`config.mk`:
```
export PLATFORM = sky130hd
export DESIGN_NAME = ysyx_22040237_ifu
export DESIGN_NICKNAME = d
export VERILOG_FILES = /design/src/rtl/ysyx_22040237_ifu_pkg.sv /design/src/rtl/ysyx_22040237_pc_reg.sv /design/src/rtl/ysyx_22040237_ifu.sv
export SDC_FILE = /design/constraint.sdc
export NUM_CORES = 1
export LEC_CHECK = 0
export ABC_AREA = 1
export CAP_MARGIN = 10
export CORE_MARGIN = 5
export CORE_UTILIZATION = 35
export CTS_CLUSTER_DIAMETER = 40
export CTS_CLUSTER_SIZE = 10
export DETAILED_ROUTE_END_ITERATION = 12
export GPL_ROUTABILITY_DRIVEN = 0
export GPL_TIMING_DRIVEN = 0
export PLACE_DENSITY = 0.65
export SYNTH_ARGS = -nofsm -noshare
export SYNTH_HDL_FRONTEND = slang
export SYNTH_SLANG_ARGS = --single-unit
```
`constraint.sdc`:
```
create_clock -name clk -period 2.3 [get_ports clk]
set_input_delay 0.46 -clock clk [delete_from_list [all_inputs] [get_ports clk]]
set_output_delay 0.46 -clock clk [all_outputs]
set_load 0.01 [all_outputs]
```
`src/rtl/ysyx_22040237_ifu_pkg.sv`:
```
// ---------------------------------------------------------------------------
// ysyx_22040237_ifu_pkg : shared constants and state encodings for the IFU
// Revision: 1.0
// ---------------------------------------------------------------------------
`default_nettype none

package ysyx_22040237_ifu_pkg;

  localparam int unsigned XLEN = 64;

  localparam logic [XLEN-1:0] DEF_RESET_PC = 64'h8000_0000;
  localparam logic [31:0]     DEF_NOP_INST = 32'h0000_0013;

  localparam logic [1:0] S_BOOT = 2'd0;
  localparam logic [1:0] S_REQ  = 2'd1;
  localparam logic [1:0] S_WAIT = 2'd2;
  localparam logic [1:0] S_OUT  = 2'd3;

endpackage

`default_nettype wire

```
`src/rtl/ysyx_22040237_pc_reg.sv`:
```
// ---------------------------------------------------------------------------
// ysyx_22040237_pc_reg : architectural PC with redirect and sequential step
// Revision: 1.0
// ---------------------------------------------------------------------------
`default_nettype none

module ysyx_22040237_pc_reg
  import ysyx_22040237_ifu_pkg::*;
#(
  parameter logic [XLEN-1:0] RESET_PC = DEF_RESET_PC
) (
  input  logic            clk,
  input  logic            rst,
  input  logic            inc_en,
  input  logic            redir_en,
  input  logic [XLEN-1:0] redir_target,
  output logic [XLEN-1:0] pc
);

  logic [XLEN-1:0] pc_d;
  logic [XLEN-1:0] pc_q;

  // Redirect wins over the sequential step; the low two bits are forced to zero.
  always_comb begin
    pc_d = pc_q;
    if (redir_en) begin
      pc_d = redir_target & ~XLEN'(3);
    end else if (inc_en) begin
      pc_d = pc_q + XLEN'(4);
    end
  end

  always_ff @(posedge clk) begin
    if (rst) begin
      pc_q <= RESET_PC;
    end else begin
      pc_q <= pc_d;
    end
  end

  assign pc = pc_q;

endmodule

`default_nettype wire

```
`src/rtl/ysyx_22040237_ifu.sv`:
```
// ---------------------------------------------------------------------------
// ysyx_22040237_ifu : single-outstanding instruction fetch stage feeding decode
// Revision: 1.0
// ---------------------------------------------------------------------------
`default_nettype none

module ysyx_22040237_ifu
  import ysyx_22040237_ifu_pkg::*;
#(
  parameter logic [XLEN-1:0] RESET_PC = DEF_RESET_PC,
  parameter logic [31:0]     NOP_INST = DEF_NOP_INST
) (
  input  logic            clk,
  input  logic            rst,
  input  logic            redirect_valid,
  input  logic [XLEN-1:0] redirect_target,
  output logic            imem_req_valid,
  input  logic            imem_req_ready,
  output logic [XLEN-1:0] imem_req_addr,
  input  logic            imem_resp_valid,
  input  logic [31:0]     imem_resp_data,
  output logic            inst_valid,
  input  logic            inst_ready,
  output logic [31:0]     inst,
  output logic [XLEN-1:0] pc,
  output logic            fetch_err
);

  logic [1:0]  state_d, state_q;
  logic        drop_d, drop_q;
  logic [31:0] inst_d, inst_q;
  logic        fetch_err_d, fetch_err_q;
  logic        redir;
  logic        inc_en;

  assign redir  = redirect_valid && (state_q != S_BOOT);
  assign inc_en = (state_q == S_OUT) && inst_ready;

  ysyx_22040237_pc_reg #(
    .RESET_PC (RESET_PC)
  ) u_pc_reg (
    .clk          (clk),
    .rst          (rst),
    .inc_en       (inc_en),
    .redir_en     (redir),
    .redir_target (redirect_target),
    .pc           (pc)
  );

  always_comb begin
    state_d     = state_q;
    drop_d      = drop_q;
    inst_d      = inst_q;
    fetch_err_d = fetch_err_q | (redir && (redirect_target[1:0] != 2'b00));
    case (state_q)
      S_BOOT: state_d = S_REQ;
      S_REQ: begin
        // A redirect racing the handshake leaves the old fetch in flight.
        if (imem_req_ready) begin
          state_d = S_WAIT;
          drop_d  = redir;
        end
      end
      S_WAIT: begin
        if (imem_resp_valid) begin
          drop_d = 1'b0;
          if (drop_q || redir) begin
            state_d = S_REQ;
          end else begin
            inst_d  = imem_resp_data;
            state_d = S_OUT;
          end
        end else if (redir) begin
          drop_d = 1'b1;
        end
      end
      S_OUT: begin
        if (redir || inst_ready) begin
          inst_d  = NOP_INST;
          state_d = S_REQ;
        end
      end
      default: state_d = S_BOOT;
    endcase
  end

  always_ff @(posedge clk) begin
    if (rst) begin
      state_q     <= S_BOOT;
      drop_q      <= 1'b0;
      inst_q      <= NOP_INST;
      fetch_err_q <= 1'b0;
    end else begin
      state_q     <= state_d;
      drop_q      <= drop_d;
      inst_q      <= inst_d;
      fetch_err_q <= fetch_err_d;
    end
  end

  assign imem_req_valid = (state_q == S_REQ);
  assign imem_req_addr  = pc;
  assign inst_valid     = (state_q == S_OUT);
  assign inst           = inst_q;
  assign fetch_err      = fetch_err_q;

`ifndef SYNTHESIS
  resp_only_in_wait: assert property (@(posedge clk) disable iff (rst)
    imem_resp_valid |-> (state_q == S_WAIT));
`endif

endmodule

`default_nettype wire
```
==> results.cfg <==
[setup_path]
worstPathArrival_ns = 2.48
cp_max_fo = 10
worstPathRequired_ns = 2.58
criticalPathCategory = reg2reg
rrSetupSlack_ns = 0.11
crit_path_end_kind = flip-flop
start_kind = flip-flop

[routing]
first_pass_iters = 8
wl_per_cell_um = 16.98
via_count = 8335
routed_wl_um = 28130
drt_iter0_drc = 763
wl_met1_um = 11210
ant_nets = 0
met2_length_um = 12330
top_layer = met5
wl_met3_um = 3411
viasPerCell = 5.030
drc_errors = 0

[clock_tree]
cts_buffers = 9
clk_latency_ns = 0.36
cts_sinks = 98
htree_num_levels = 3
cts_root_buffer = clkbuf_16
clk_pin_slew_ns = 0.07
cts_tree = yes
clock_path_buffers = 2

[timing]
fin_ws_ns = 0.1071
rsz0062_at_grt = no
finalCritPeriodShare_pct = 95.34
skew_ns = 0.009620
tightest_slew_ns = 0.7039
max_freq_mhz = 456.0
hold_violations = 0
relSlewSlack_pct = 52.71
period_minus_slack_ns = 2.193
slew_viol_final = 0
setup_viol = 0

[pwr]
vdd.ir_drop.worst_uv = 446.9
power_density_nw_per_um2 = 837.0
p_leak_nw = 3.972
finalPower_w = 0.008423

[final_layout]
antenna_cells = 0
postLayoutCoreUtil_pct = 52.05
drive_gt1_share_pct = 10.42
fin_cells = 1657
finalNetCount = 1495
final_cell_area_um2 = 10060
syn_to_final_growth_pct = 47.44

[global_routing]
grt_pass1_vias = 7872
grt_usage_pct = 24.72
overflow = 0
grt_start_max_net_pins = 19
grt_pass1_wl_um = 43020
antenna_found_initial = 1

[place]
pre_cts_slack_ns = -0.1278
io_buffers = 259
dpl.cell_count = 1641
place_area_um2 = 9761
dp_hpwl_um = 22520

[yosys]
netlist_area_um2 = 6825
syn_inst = 1114
synth_top_family_by_area = simple AND/OR/NAND/NOR gates
yosysSeqAreaShare_pct = 28.74
synth_xor_area_share_pct = 0.1283
synthAdderAreaFrac_pct = 1.100
synth.distinct_cells = 37
synth-simple-area-share_pct = 38.35
ys_ff_latch = 98
yosysWarnings = 0
synth_compound_area_share_pct = 15.34
avgSynthCellArea_um2 = 6.127
synth_mux_area_share_pct = 0

[run]
drv_cap = 0

[floorplan]
die-width_um = 149.6
coreArea_um2 = 19330
fp.dieH_um = 149.6
num_rows = 51
num_io_pins = 265
die_area_um2 = 22390
start_util_pct = 35.30

[status]
status = finished, final reports clean

[worst_hold_path]
hold_path_class = reg2reg
==> timing repair <==
| item | 4_1_cts | 5_1_grt |
|---|---|---|
| setup endpoints to repair | 0 | 22 |
| setup buffers | 0 | 0 |
| resized for setup | 0 | 8 |
| hold buffers | 0 | 0 |
==> state kept, by name (all words and copies together) (netlist names) <==
name / count
drop_q: 1
fetch_err: 1
inst: 32
state_q: 2
u_pc_reg.pc: 62
==> Yosys cell counts, drive strengths merged <==
master / count / share of area, %
o21ai: 56 / 4.1
conb: 1 / 0.055
a211oi: 1 / 0.11
a311oi: 1 / 0.13
or2: 1 / 0.092
o311ai: 3 / 0.39
nor2: 148 / 10
clkinv: 1 / 0.055
nand2: 315 / 18
nand4: 12 / 1.1
dfxtp: 98 / 29
nor4: 1 / 0.092
a22oi: 9 / 0.99
a221oi: 1 / 0.13
xor2: 1 / 0.13
a31oi: 8 / 0.73
a21oi: 82 / 6.1
o21a: 1 / 0.11
inv: 115 / 6.3
o211ai: 23 / 2.5
buf: 85 / 8.5
clkbuf: 25 / 1.4
ha: 6 / 1.1
nand3: 107 / 8.0
nor3: 13 / 1.0
==> placed cells by master, fill, tap and decap left out, drive strengths merged, types with 2 or more instances in the layout <==
| cell type | synthesis | routed |
|---|---|---|
| a21oi | 82 | 82 |
| a22oi | 9 | 9 |
| a31oi | 8 | 8 |
| buf | 85 | 84 |
| clkbuf | 25 | 35 |
| clkdlybuf4s50 | 0 | 259 |
| clkinv | 1 | 3 |
| clkinvlp | 0 | 2 |
| conb | 1 | 4 |
| dfxtp | 98 | 98 |
| ha | 6 | 6 |
| inv | 115 | 118 |
| nand2 | 315 | 315 |
| nand3 | 107 | 107 |
| nand4 | 12 | 12 |
| nor2 | 148 | 148 |
| nor3 | 13 | 13 |
| o211ai | 23 | 23 |
| o21ai | 56 | 56 |
| o311ai | 3 | 3 |
==> layout make-up <==
type	instances	area, µm²
Buffer	110	679.4
Multi-Input combinational cell	793	3776
Clock inverter	7	61.31
Clock buffer	9	225.2
Tap cell	265	331.6
Timing Repair Buffer	259	2592
Sequential cell	98	1962
Inverter	116	435.4
Fill cell	2016	9271
==> per-stage QoR <==
stage | TNS [ns] | hold WS (ns)
after floorplan | 0 | 0.4437
after global placement | -1.803 | 0.4406
after detailed placement | -2.297 | 0.4492
after CTS | 0 | 0.4630
after global routing | 0 | 0.4870
final | 0 | 0.4566
==> power breakdown <==
group          internal [W]  switching, W
Combinational       0.00204       0.00221
Sequential          0.00209      0.000546
Clock              0.000756      0.000778
==> worst max-delay path: stages (launching register included) <==
cell      delay (ns)
dfxtp_1         0.35
ha_1            0.31
nand2_2         0.23
inv_2           0.17
nor2_4          0.24
clkbuf_4        0.31
buf_2           0.27
nand2_1         0.08
a21oi_1         0.15
==> kinds of logic after synthesis <==
group | count (synthesis)
AOI/OAI and AO/OA | 185
and+or+nand+nor | 597
DFF | 98
xor gates and xnor gates | 1
adders and majority gates | 6
other | 1
buffers and inverters | 226
==> worst paths after layout <==
kind                            cells after the start         endpoint  startpoint
worst min register to register                      2        fetch_err   fetch_err
worst max register to register                      8  u_pc_reg.pc[46]  state_q[0]
worst min-delay path                                2        fetch_err   fetch_err
worst max-delay path                                8  u_pc_reg.pc[46]  state_q[0]
==> metal layers <==
| layer | vias to the layer above | track usage [%] |
|---|---|---|
| met5 | - | 0 |
| met4 | 2 | 10.57 |
| met3 | 68 | 7.662 |
| met2 | 459 | 39.12 |
| met1 | 3713 | 31.14 |
| li1 | 4093 | - |
Note: power is estimated with default switching activity, not from simulation.
